<file path="config.mk">
export PLATFORM = sky130hd
export DESIGN_NAME = edge_tx_buffer_flat
export DESIGN_NICKNAME = d
export VERILOG_FILES = /design/src/rtl/edge_tx_buffer_if.sv /design/src/rtl/edge_tx_buffer.sv /design/src/flat_wrapper.sv
export SDC_FILE = /design/constraint.sdc
export NUM_CORES = 1
export LEC_CHECK = 0
export ABC_AREA = 1
export BUFFER_PORTS_ARGS = -buffer_cell sky130_fd_sc_hd__buf_2
export CAP_MARGIN = 20
export CELL_PAD_IN_SITES_DETAIL_PLACEMENT = 1
export CELL_PAD_IN_SITES_GLOBAL_PLACEMENT = 1
export CORE_MARGIN = 2
export CORE_UTILIZATION = 43
export CTS_CLUSTER_SIZE = 12
export DETAILED_ROUTE_END_ITERATION = 10
export PLACE_DENSITY_LB_ADDON = 0.12
export SLEW_MARGIN = 20
export SYNTH_ARGS = -nofsm -noshare
export SYNTH_HDL_FRONTEND = slang
export SYNTH_SLANG_ARGS = --single-unit
</file>
<file path="constraint.sdc">
create_clock -name sys_clk -period 8.1 [get_ports sys_clk]
set_clock_uncertainty 0.15 [all_clocks]
set_input_delay 1.62 -clock sys_clk [delete_from_list [all_inputs] [get_ports sys_clk]]
set_output_delay 1.62 -clock sys_clk [all_outputs]
set_load 0.05 [all_outputs]
</file>
<file path="src/rtl/edge_tx_buffer_if.sv">
// edge_tx_buffer_if: pixel input, UART TX handshake and status lines of the edge TX buffer
interface edge_tx_buffer_if #(
    parameter int CNT_W = 15
);
    logic [7:0]       pix_in;
    logic             pix_flag;
    logic             tx_busy;
    logic [7:0]       tx_data;
    logic             tx_flag;
    logic             fifo_full;
    logic             overflow;
    logic             frame_done;
    logic [CNT_W-1:0] tx_cnt;
    modport master (
        output pix_in, pix_flag, tx_busy,
        input  tx_data, tx_flag, fifo_full, overflow, frame_done, tx_cnt
    );
    modport slave (
        input  pix_in, pix_flag, tx_busy,
        output tx_data, tx_flag, fifo_full, overflow, frame_done, tx_cnt
    );
endinterface

</file>
<file path="src/rtl/edge_tx_buffer.sv">
// edge_tx_buffer: FIFO between the Sobel edge detector and the UART TX, with frame byte counting
module edge_tx_buffer #(
    parameter int DEPTH      = 16,
    parameter int ADDR_W     = 4,
    parameter int OUT_PIXELS = 31684,
    parameter int CNT_W      = 15
) (
    input  logic            sys_clk,
    input  logic            sys_rst_n,
    edge_tx_buffer_if.slave bus
);
    localparam logic [1:0]        IDLE     = 2'd0;
    localparam logic [1:0]        HOLD     = 2'd1;
    localparam logic [1:0]        WAIT     = 2'd2;
    localparam logic [ADDR_W:0]   FULL_CNT = (ADDR_W + 1)'(DEPTH);
    localparam logic [CNT_W-1:0]  LAST_CNT = CNT_W'(OUT_PIXELS - 1);

    logic [7:0]        mem [DEPTH];
    logic [ADDR_W-1:0] wr_ptr, rd_ptr;
    logic [ADDR_W:0]   count, count_nxt;
    logic [1:0]        state;
    logic [7:0]        tx_data;
    logic              tx_flag, fifo_full, overflow, frame_done;
    logic [CNT_W-1:0]  tx_cnt;
    logic              rd, wr;

    // a read is a load into the UART; a full FIFO still accepts when that load frees a slot
    always_comb begin
        rd        = state == IDLE && count != '0 && !bus.tx_busy;
        wr        = bus.pix_flag && (count != FULL_CNT || rd);
        count_nxt = count + (ADDR_W + 1)'(wr) - (ADDR_W + 1)'(rd);
    end

    // storage is not reset; the pointers alone decide which entries are valid
    always_ff @(posedge sys_clk)
        if (wr) mem[wr_ptr] <= bus.pix_in;

    // pointers, occupancy, registered full flag and the sticky drop flag
    always_ff @(posedge sys_clk or negedge sys_rst_n)
        if (!sys_rst_n) begin
            wr_ptr    <= '0;
            rd_ptr    <= '0;
            count     <= '0;
            fifo_full <= 1'b0;
            overflow  <= 1'b0;
        end else begin
            if (wr) wr_ptr <= wr_ptr + 1'b1;
            if (rd) rd_ptr <= rd_ptr + 1'b1;
            count     <= count_nxt;
            fifo_full <= count_nxt == FULL_CNT;
            if (bus.pix_flag && !wr) overflow <= 1'b1;
        end

    // start/busy handshake toward the UART and per-frame byte counting on each load
    always_ff @(posedge sys_clk or negedge sys_rst_n)
        if (!sys_rst_n) begin
            state      <= IDLE;
            tx_data    <= 8'h00;
            tx_flag    <= 1'b0;
            frame_done <= 1'b0;
            tx_cnt     <= '0;
        end else begin
            tx_flag    <= rd;
            frame_done <= rd && tx_cnt == LAST_CNT;
            if (rd) begin
                tx_data <= mem[rd_ptr];
                tx_cnt  <= tx_cnt == LAST_CNT ? '0 : tx_cnt + 1'b1;
            end
            state <= rd ? HOLD :
                     state == HOLD ? WAIT :
                     state == WAIT && !bus.tx_busy ? IDLE : state;
        end

    assign bus.tx_data    = tx_data;
    assign bus.tx_flag    = tx_flag;
    assign bus.fifo_full  = fifo_full;
    assign bus.overflow   = overflow;
    assign bus.frame_done = frame_done;
    assign bus.tx_cnt     = tx_cnt;
endmodule
</file>
<file path="src/flat_wrapper.sv">
// flat-port wrapper written by rule: the top's interface ports become plain ports
module edge_tx_buffer_flat 
#(
    parameter int DEPTH      = 16,
    parameter int ADDR_W     = 4,
    parameter int OUT_PIXELS = 31684,
    parameter int CNT_W      = 15
)
  (sys_clk, sys_rst_n, bus_pix_in, bus_pix_flag, bus_tx_busy, bus_tx_data, bus_tx_flag, bus_fifo_full, bus_overflow, bus_frame_done, bus_tx_cnt);
  edge_tx_buffer_if #(.CNT_W(CNT_W)) bus_i ();
  input  logic sys_clk;
  input  logic sys_rst_n;
  input wire logic [$bits(bus_i.pix_in)-1:0] bus_pix_in;
  input wire logic [$bits(bus_i.pix_flag)-1:0] bus_pix_flag;
  input wire logic [$bits(bus_i.tx_busy)-1:0] bus_tx_busy;
  output wire logic [$bits(bus_i.tx_data)-1:0] bus_tx_data;
  output wire logic [$bits(bus_i.tx_flag)-1:0] bus_tx_flag;
  output wire logic [$bits(bus_i.fifo_full)-1:0] bus_fifo_full;
  output wire logic [$bits(bus_i.overflow)-1:0] bus_overflow;
  output wire logic [$bits(bus_i.frame_done)-1:0] bus_frame_done;
  output wire logic [$bits(bus_i.tx_cnt)-1:0] bus_tx_cnt;
  assign bus_i.pix_in = bus_pix_in;
  assign bus_i.pix_flag = bus_pix_flag;
  assign bus_i.tx_busy = bus_tx_busy;
  assign bus_tx_data = bus_i.tx_data;
  assign bus_tx_flag = bus_i.tx_flag;
  assign bus_fifo_full = bus_i.fifo_full;
  assign bus_overflow = bus_i.overflow;
  assign bus_frame_done = bus_i.frame_done;
  assign bus_tx_cnt = bus_i.tx_cnt;
  edge_tx_buffer #(.DEPTH(DEPTH), .ADDR_W(ADDR_W), .OUT_PIXELS(OUT_PIXELS), .CNT_W(CNT_W)) u_core (.sys_clk(sys_clk), .sys_rst_n(sys_rst_n), .bus(bus_i));
endmodule
</file>
==> metrics.cfg, run 1 <==
[status]
status=completed

[synth]
seq_area_frac_synth=0.623
avgSynthCellArea_sq_um=9.75
ys_types=32
synth_edf_count=128
async_flop_share=0.247
syn_inst=806
synthFlopType=edfxtp_1
ys.warnings.count=0
syn-cell-area_sq_um=7860
synth_fp_nets=831
ys_ff_latch=170

[power]
p_leak_uw=0.00393
ir_drop_uv=187
power_density_nw_per_um2=250

[timing]
slew_violations=0
fin_crit_ns=4.24
relSlewSlack=0.277
tightest_slew_ns=1.08
final.setup.tns_ns=0
fmaxAchievable_ghz=0.236
hold_slack_ns=0.309
grt_setup_unrepaired=false
final.setup.worst_slack_ns=3.86
fin_crit_sh=0.523
setup_violations=0
finalHoldViolCount=0

[finish]
nets=861
drive_gt1_frac=0.121
diodes=0
syn_to_final_growth_pct=12.5
layout_common_cells=nand2_1, inv_1, edfxtp_1
post-route-cell-area_sq_um=8840
final_util=0.492
nFillCells=1998
mostFrequentLayoutCell=nand2_1

[floorplanning]
dieArea_sq_um=19400
die_w_um=139
initial_utilization=0.437
die_y_um=139
ios=39
placeableCoreArea_sq_um=18000
rows=49

[clock_network]
cts_hold_buf=0
cts_tree=built
cts_setup_buffers=0
cts.repair.resized=0
cts_buffers=17
cts.htree.levels=4
clock_latency_ns=0.43
cts_sinks=170
cts_buffer_depth=2
clkSlewWorstSetupHoldPaths_ns=0.07
cts_root_buf=clkbuf_16

[routing]
drtIter0Drc=411
vias=5499
wl_per_cell_um=18.6
first_pass_iters=4
vias_per_cell=5.10
routed_wl_um=20100
drtAntennaViolNets=0
drcViolationCount=0

[setup_path]
cp_max_fo=30
critical_path.max_stage_delay_ns=0.52
path_buf_inv=4
path_delay_family=adder cells
cp-end-kind=flop
critical_path.cell_chain=buf_2, nor3_4, nand2_2, inv_2, ha_1, inv_1, ha_1, inv_1, fa_1, o21ai_0, xor2_1, nor3_1
startpoint_type=input port
path_class=in -> reg
crit_path_top_delay_cell=inv_2
crit_arrival_ns=4.40
cp.required_ns=8.26

[job]
cap_violations=0

[global_routing]
overflow=0
grt_pass1_wl_um=32100
grt_pass1_vias=5747
antenna_found_initial=0
grt_max_degree=67
track_usage=0.218

[hold_path]
min_path_type=reg -> reg

[place]
place.gp.congestion=0.847
io_buffers=38
placed_cell_area_sq_um=8190
preCtsSetupSlack_ns=3.41
dpl.hpwl_um=13100

==> worst paths after layout <==
path,from,end,slack [ns],cells after the start
max in group asynchronous,sys_rst_n,u_core.rd_ptr[0],6.26,2
worst max register to register,u_core.count[3],u_core.bus.fifo_full,4.56,15
worst min register to register,u_core.bus.overflow,u_core.bus.overflow,0.31,1
worst max-delay path,bus_tx_busy,u_core.bus.fifo_full,3.86,12
min in group asynchronous,sys_rst_n,u_core.bus.tx_cnt[13],1.11,2
worst min-delay path,u_core.bus.overflow,u_core.bus.overflow,0.31,1
==> sequential cells by signal (all words and copies together), names as in the netlist <==
name / flops
u_core.bus.fifo_full: 1
u_core.mem: 128
u_core.bus.tx_cnt: 15
u_core.wr_ptr: 4
u_core.rd_ptr: 4
u_core.bus.tx_flag: 1
u_core.state: 2
u_core.bus.overflow: 1
u_core.count: 5
u_core.bus.frame_done: 1
u_core.bus.tx_data: 8
==> report_power, final <==
group	switching, uW	leakage, uW	internal [uW]
registers	35.8	0.00164	1030
logic	239	0.00200	88.7
clock network	350	0.000290	465
total	625	0.00393	1580
==> final cells by class <==
cell class / count / area, sq um / area share
sequential: 170 / 4900 / 0.554
timing repair buffer: 42 / 233 / 0.0263
inverter: 139 / 522 / 0.0590
multi-input combinational: 466 / 2310 / 0.262
clock buffer: 22 / 485 / 0.0549
clock inverter: 10 / 103 / 0.0116
tap: 229 / 287 / 0.0324
==> per-layer routing <==
layer / track usage / vias to the layer above / share of wire
met5: 0 / - / 0
met1: 0.289 / 2728 / 0.45
met4: 0.0787 / 0 / 0.025
met2: 0.362 / 80 / 0.50
li1: - / 2659 / -
met3: 0.0397 / 32 / 0.029
==> cell families (layout without fill, tap and decap cells) <==
| logic type | count (synthesis) | after routing | share of synthesized area |
|---|---|---|---|
| AND/OR/NAND/NOR | 424 | 424 | 0.239 |
| flip-flops | 170 | 170 | 0.623 |
| buffers and inverters | 170 | 213 | 0.0900 |
| AO/OA/AOI/OAI | 17 | 17 | 0.0126 |
| adder cells (fa/ha/maj) | 13 | 13 | 0.0217 |
| XOR/XNOR | 12 | 12 | 0.0134 |
==> worst reg2reg max path: stages, from the launching register on <==
cell	delay (ns)
dfrtp_1	0.41
inv_1	0.09
ha_1	0.16
nand2_1	0.08
nor2_1	0.13
nand2_1	0.09
nand2_2	0.38
inv_2	0.36
ha_1	0.38
inv_1	0.05
ha_1	0.17
inv_1	0.06
fa_1	0.40
o21ai_0	0.22
xor2_1	0.21
nor3_1	0.08
==> cells in the mapped netlist (all sizes together) (2+ instances only) <==
cell	number	area (sq um)
nand2	248	946
nor3	27	156
dfrtp	42	1050
nor2	28	146
buf	30	181
o21ai	11	66.3
inv	137	514
clkinv	2	7.51
a21oi	5	25.0
xor2	11	96.3
ha	12	150
nand4	10	62.6
edfxtp	128	3840
nand3	111	568
==> metrics by stage <==
| stage | cells | total power [uW] |
|---|---|---|
| after global placement | 1045 | 1380 |
| final | 1078 | 2210 |
| after CTS | 1078 | 2220 |
| after detailed placement | 1046 | 1400 |
| after global routing | 1078 | 2300 |
| after floorplan | 806 | 1280 |
Power figures use the tool's default switching activity.
==> run 2: changes to the inputs <==
--- a/config.mk
+++ b/config.mk
@@ -5,7 +5,7 @@
 export SDC_FILE = /design/constraint.sdc
 export NUM_CORES = 1
 export LEC_CHECK = 0
-export ABC_AREA = 1
+export ABC_AREA = 0
 export BUFFER_PORTS_ARGS = -buffer_cell sky130_fd_sc_hd__buf_2
 export CAP_MARGIN = 20
 export CELL_PAD_IN_SITES_DETAIL_PLACEMENT = 1
==> constraint.sdc (replaced) <==
create_clock -name sys_clk -period 3.45 [get_ports sys_clk]
set_clock_uncertainty 0.15 [all_clocks]
set_input_delay 0.69 -clock sys_clk [delete_from_list [all_inputs] [get_ports sys_clk]]
set_output_delay 0.69 -clock sys_clk [all_outputs]
set_load 0.05 [all_outputs]
==> metrics.cfg, run 2 <==
[status]
status=completed

[place]
place.gp.congestion=0.795  ; -6.1%
io_buffers=38  ; unchanged
dpl.hpwl_um=9630  ; -27%
preCtsSetupSlack_ns=0.0396  ; -3.37 ns
dp.cells=671  ; -36%

[finish]
largest-register=u_core.mem
diodes=0  ; unchanged
mostFrequentLayoutCell=edfxtp_1
reg_top3=u_core.mem (128), u_core.bus.tx_cnt (15), u_core.bus.tx_data (8)
nets=499  ; -42%
final_cells=703  ; -35%
syn_to_final_growth_pct=16.8
layout_common_cells=edfxtp_1, dfrtp_1, buf_2
drive_gt1_frac=0.275  ; +0.154
largest_reg_flops=128  ; unchanged

[routing]
vias_per_cell=5.35  ; +4.9%
vias=3761  ; -32%
drcViolationCount=0  ; unchanged
first_pass_iters=4  ; unchanged
wl_per_cell_um=20.9  ; +13%
drtIter0Drc=212  ; -48%
drtAntennaViolNets=0  ; unchanged
routed_wl_um=14700  ; -27%

[power]
p_leak_uw=0.00302  ; -23%
ir_drop_uv=454  ; +140%
power_density_nw_per_um2=854  ; +240%
p_total_uw=6990  ; +220%

[setup_path]
critical_path.max_stage_delay_ns=0.39  ; -0.13 ns
cp.required_ns=3.62  ; -4.64 ns
rr_startpoint=u_core.count[2]
crit_path_top_delay_cell=dfrtp_1
reg2reg_slack_ns=0.41  ; -4.15 ns
cp-end-kind=flop
critical_path.cell_chain=inv_1, ha_1, nor4b_2, or2_2, clkinv_1, ha_1, inv_1, ha_1, inv_1, fa_1, nand2b_1, a21oi_1, nor3_1, nor4b_1
crit_arrival_ns=3.21  ; -1.19 ns
cp_max_fo=2  ; -93%
startpoint_type=flop
path_class=reg -> reg
rr_worst_depth=14  ; -1
rr_endpoint=u_core.bus.fifo_full

[synth]
seq_area_frac_synth=0.699  ; +0.0757
async_flop_share=0.247  ; unchanged
avgSynthCellArea_sq_um=17.0  ; +74%
syn-cell-area_sq_um=7000  ; -11%
yosys-top-cells-count=edfxtp_1, dfrtp_1, mux4_2
yosys.area.top_type=edfxtp_1
syn_inst=412  ; -49%
synth_edf_count=128  ; unchanged
synth_fp_nets=437  ; -47%
ys_types=49  ; +53%
synthFlopType=edfxtp_1
synth_top_area_frac=0.549  ; +0.0594
ys_ff_latch=170  ; unchanged
synth.most_common_cell=edfxtp_1
synth_area_leaders=edfxtp_1, dfrtp_1, mux4_2
ys.warnings.count=0  ; unchanged

[floorplanning]
placeableCoreArea_sq_um=15900  ; -12%
dieArea_sq_um=17300  ; -11%
ios=39  ; unchanged
initial_utilization=0.441  ; +0.00365
die_y_um=132  ; -5.4%
die_w_um=132  ; -5.4%
rows=46  ; -6.1%

[timing]
finalHoldViolCount=0  ; unchanged
fmaxAchievable_ghz=0.329
tightest_slew_ns=0.817  ; -0.259 ns
grt_setup_unrepaired=false
final.setup.worst_slack_ns=0.412  ; -3.45 ns
slew_violations=0  ; unchanged
relSlewSlack=0.455  ; +0.178
fin_crit_sh=0.881
final.setup.tns_ns=0  ; unchanged
fin_crit_ns=3.04
hold_slack_ns=0.133  ; -0.175 ns
setup_violations=0  ; unchanged

[clock_network]
cts_tree=built
cts.repair.resized=0  ; unchanged
cts_buffers=17  ; unchanged
cts.htree.levels=4  ; unchanged
cts_sinks=170  ; unchanged
cts_setup_buffers=0  ; unchanged
cts_hold_buf=0  ; unchanged
cts_buffer_depth=2  ; unchanged
cts_root_buf=clkbuf_16
clkSlewWorstSetupHoldPaths_ns=0.07  ; about the same
clock_latency_ns=0.42  ; about the same

[global_routing]
grt_max_degree=35  ; -48%
overflow=0  ; unchanged
track_usage=0.188  ; -0.0304
grt_pass1_vias=4130  ; -28%
grt_pass1_wl_um=24000  ; -25%
antenna_found_initial=0  ; unchanged

[job]
cap_violations=0  ; unchanged

[hold_path]
min_path_type=in -> async

-- run 2: cell types whose count changed after synthesis, moves of 10 or more --
cell,previous run,this run
xor2_1,11,1
nor3_1,24,7
nor2_1,23,9
mux2i_1,0,10
nand2_1,244,18
xnor2_1,1,14
mux4_2,0,32
inv_1,133,19
nand3_1,110,9
buf_2,19,6
-- run 2: worst max path at each step --
stage,startpoint,endpoint,slack [ns],cells past startpoint
6_report,u_core.count[2],u_core.bus.fifo_full,0.41,14
5_1_grt,u_core.count[3],u_core.bus.fifo_full,0.06,14
4_1_cts,u_core.count[2],u_core.bus.fifo_full,0.37,14
3_5_place_dp,bus_tx_busy,u_core.bus.fifo_full,0.04,13
3_3_place_gp,bus_tx_busy,u_core.bus.fifo_full,0.1,13
2_1_floorplan,bus_tx_busy,u_core.bus.fifo_full,0.05,13
-- run 2: worst max-delay path: cells and delay by family, from the launching register on --
family	cells	cell delay [ns]
adder cells (fa/ha/maj)	4	1.00
buffers and inverters	4	0.27
AND/OR/NAND/NOR	5	0.93
flip-flops	1	0.39
AO/OA/AOI/OAI	1	0.19
-- run 2: cells by family (layout without fill, tap and decap cells) --
group                    count (synthesis)  count (layout)  synth area share
AO/OA/AOI/OAI                           43              43            0.0423
XOR/XNOR                                15              15            0.0188
adder cells (fa/ha/maj)                 13              13            0.0243
buffers and inverters                   40             115            0.0257
flip-flops                             170             170             0.699
multiplexers                            42              42             0.117
AND/OR/NAND/NOR                         89              89            0.0729
-- run 2: final cells by class --
type / instances / area, sq um
fillers: 1544 / 7700
flip-flops and latches: 170 / 4900
multi-input cells: 202 / 1930
clock buffers: 18 / 429
repair buffers: 62 / 383
well taps: 216 / 270
clock inverters: 14 / 193
inverters: 21 / 78.8
-- run 2: routing by layer --
layer | vias up | track usage | routed length (um)
met5 | - | 0 | 0
met4 | 0 | 0.0670 | 267
met2 | 63 | 0.308 | 7390
li1 | 1719 | - | -
met3 | 20 | 0.0421 | 437
met1 | 1959 | 0.247 | 6620
-- run 2: per-stage QoR --
stage	util	area, sq um
global placement	0.476	7560
finish	0.515	8180
detailed placement	0.476	7560
global route	0.515	8180
CTS	0.515	8180
floorplan	-	7000
-- run 2: power by group --
group	switching, uW	leakage (uW)	internal, uW	total [uW]
clock	819	0.000292	1160	1980
sequential	426	0.00168	2540	2960
combinational	1120	0.00104	931	2050
total	2360	0.00302	4630	6990
==> run 3: changes to the inputs <==
--- a/config.mk
+++ b/config.mk
@@ -6,7 +6,6 @@
 export NUM_CORES = 1
 export LEC_CHECK = 0
 export ABC_AREA = 0
-export BUFFER_PORTS_ARGS = -buffer_cell sky130_fd_sc_hd__buf_2
 export CAP_MARGIN = 20
 export CELL_PAD_IN_SITES_DETAIL_PLACEMENT = 1
 export CELL_PAD_IN_SITES_GLOBAL_PLACEMENT = 1
@@ -14,6 +13,7 @@
 export CORE_UTILIZATION = 43
 export CTS_CLUSTER_SIZE = 12
 export DETAILED_ROUTE_END_ITERATION = 10
+export DONT_BUFFER_PORTS = 1
 export PLACE_DENSITY_LB_ADDON = 0.12
 export SLEW_MARGIN = 20
 export SYNTH_ARGS = -nofsm -noshare
==> metrics.cfg, run 3 (synthesized netlist as in run 2, its figures left out) <==
[status]
status=completed

[global_routing]
track_usage=0.186  ; -0.00190
overflow=0  ; unchanged
antenna_found_initial=0  ; unchanged
grt_max_degree=43  ; +23%
grt_pass1_vias=4144  ; +0.34%
grt_pass1_wl_um=23800  ; -0.80%

[power]
p_total_uw=6640  ; -4.9%
ir_drop_uv=414  ; -8.8%
p_leak_uw=0.00280  ; -7.2%
power_density_nw_per_um2=839  ; -1.8%

[floorplanning]
rows=46  ; unchanged
dieArea_sq_um=17300  ; unchanged
initial_utilization=0.441  ; unchanged
ios=39  ; unchanged
die_w_um=132  ; unchanged
placeableCoreArea_sq_um=15900  ; unchanged
die_y_um=132  ; unchanged

[timing]
finalHoldViolCount=0  ; unchanged
setup_violations=0  ; unchanged
slew_violations=0  ; unchanged
final.setup.worst_slack_ns=0.319  ; -0.0926 ns
tightest_slew_ns=0.833  ; +0.0160 ns
fmaxAchievable_ghz=0.319  ; -3.0%
fin_crit_sh=0.907  ; +0.0268
fin_crit_ns=3.13  ; +0.0926 ns
relSlewSlack=0.445  ; -0.0106
grt_setup_unrepaired=false
final.setup.tns_ns=0  ; unchanged

[place]
placed_cell_area_sq_um=7350  ; -2.7%
preCtsSetupSlack_ns=0.0482  ; +0.00865 ns
dp.cells=631  ; -6.0%
io_buffers=0  ; -100%
place.gp.congestion=0.754  ; -5.1%
dpl.hpwl_um=9530  ; -1.1%

[setup_path]
crit_arrival_ns=3.29  ; +0.08 ns
startpoint_type=flop
cp-end-kind=flop
cp_max_fo=5  ; +3
critical_path.cell_chain=or3_4, or2_2, clkinv_1, ha_1, inv_1, ha_1, inv_1, fa_1, nand2b_1, a21oi_1, nor3_1, nor4b_1
critical_path.max_stage_delay_ns=0.41  ; +0.02 ns
path_class=reg -> reg
crit_path_top_delay_cell=dfrtp_1
cp.required_ns=3.61  ; about the same

[clock_network]
cts.htree.levels=4  ; unchanged
cts_tree=built
cts_sinks=170  ; unchanged
clock_latency_ns=0.43  ; about the same
cts_root_buf=clkbuf_16
cts_buffer_depth=2  ; unchanged
clkSlewWorstSetupHoldPaths_ns=0.06  ; about the same
cts_buffers=17  ; unchanged
cts_setup_buffers=0  ; unchanged

[finish]
mostFrequentLayoutCell=edfxtp_1
largest-register=u_core.mem
drive_gt1_frac=0.207  ; -0.0680
post-route-cell-area_sq_um=7920  ; -3.2%
nets=461  ; -7.6%
syn_to_final_growth_pct=13.0
final_cells=665  ; -5.4%
reg_top3=u_core.mem (128), u_core.bus.tx_cnt (15), u_core.bus.tx_data (8)
diodes=0  ; unchanged
layout_common_cells=edfxtp_1, dfrtp_1, mux4_2
largest_reg_flops=128  ; unchanged

[job]
cap_violations=0  ; unchanged

[routing]
vias_per_cell=5.49  ; +2.7%
drcViolationCount=0  ; unchanged
routed_wl_um=14800  ; +0.73%
drtAntennaViolNets=0  ; unchanged
vias=3654  ; -2.8%
drtIter0Drc=201  ; -5.2%
wl_per_cell_um=22.3  ; +6.5%
first_pass_iters=4  ; unchanged

[hold_path]
min_path_type=in -> reg

run 3: cell types whose count changed in the layout (fill, tap and decap cells not counted), sizes merged:
| cell | previous run | this run |
|---|---|---|
| buf | 62 | 23 |
| clkinvlp | 3 | 6 |
| clkinv | 8 | 7 |
| bufinv | 3 | 0 |
| inv | 21 | 22 |
| dlygate4sd3 | 0 | 1 |
run 3: through the flow:
step	hold WS, ns	util
5_1_grt	0.184	0.498
6_report	0.204	0.498
2_1_floorplan	0.244	-
3_3_place_gp	0.246	0.463
4_1_cts	0.187	0.498
3_5_place_dp	0.246	0.463
run 3: critical path, delay by kind of cell (launching register included):
kind / cells / cell delay [ns]
simple gates: 5 / 1.30
fa+ha+maj: 3 / 0.76
flops: 1 / 0.41
compound gates: 1 / 0.21
buf+inv: 3 / 0.19
run 3: layout make-up:
| cell class | count | area, sq um |
|---|---|---|
| fillers | 1537 | 7970 |
| well taps | 216 | 270 |
| clock buffers | 18 | 429 |
| multi-input cells | 202 | 1930 |
| flip-flops and latches | 170 | 4900 |
| inverters | 21 | 78.8 |
| clock inverters | 14 | 97.6 |
| repair buffers | 24 | 215 |
run 3: layer usage:
layer	vias to the layer above	share of wire	track usage
li1	1634	-	-
met1	1919	0.40	0.218
met2	84	0.53	0.326
met3	17	0.057	0.0486
met4	0	0.017	0.0731
met5	-	0	0
run 3: final timing paths:
| path | from | endpoint | slack, ns | cells past startpoint |
|---|---|---|---|---|
| max | u_core.state[1] | u_core.bus.fifo_full | 0.32 | 12 |
| min reg2reg | u_core.state[0] | u_core.state[1] | 0.37 | 1 |
| min | bus_pix_in[0] | u_core.mem[3][0] | 0.20 | 0 |
| min in group asynchronous | sys_rst_n | u_core.state[0] | 0.63 | 2 |
| max reg2reg | u_core.state[1] | u_core.bus.fifo_full | 0.32 | 12 |
| max in group asynchronous | sys_rst_n | u_core.rd_ptr[2] | 2.32 | 2 |
run 3: timing repair:
item / 4_1_cts / 5_1_grt
hold buffers: 2 / 0
hold endpoints to repair: 42 / 0
gates resized for setup: 0 / 0
run 3: where the power goes:
part | total, uW | internal [uW] | switching (uW)
combinational | 1760 | 874 | 884
clock | 1710 | 918 | 793
sequential | 3170 | 2530 | 638
total | 6640 | 4330 | 2320
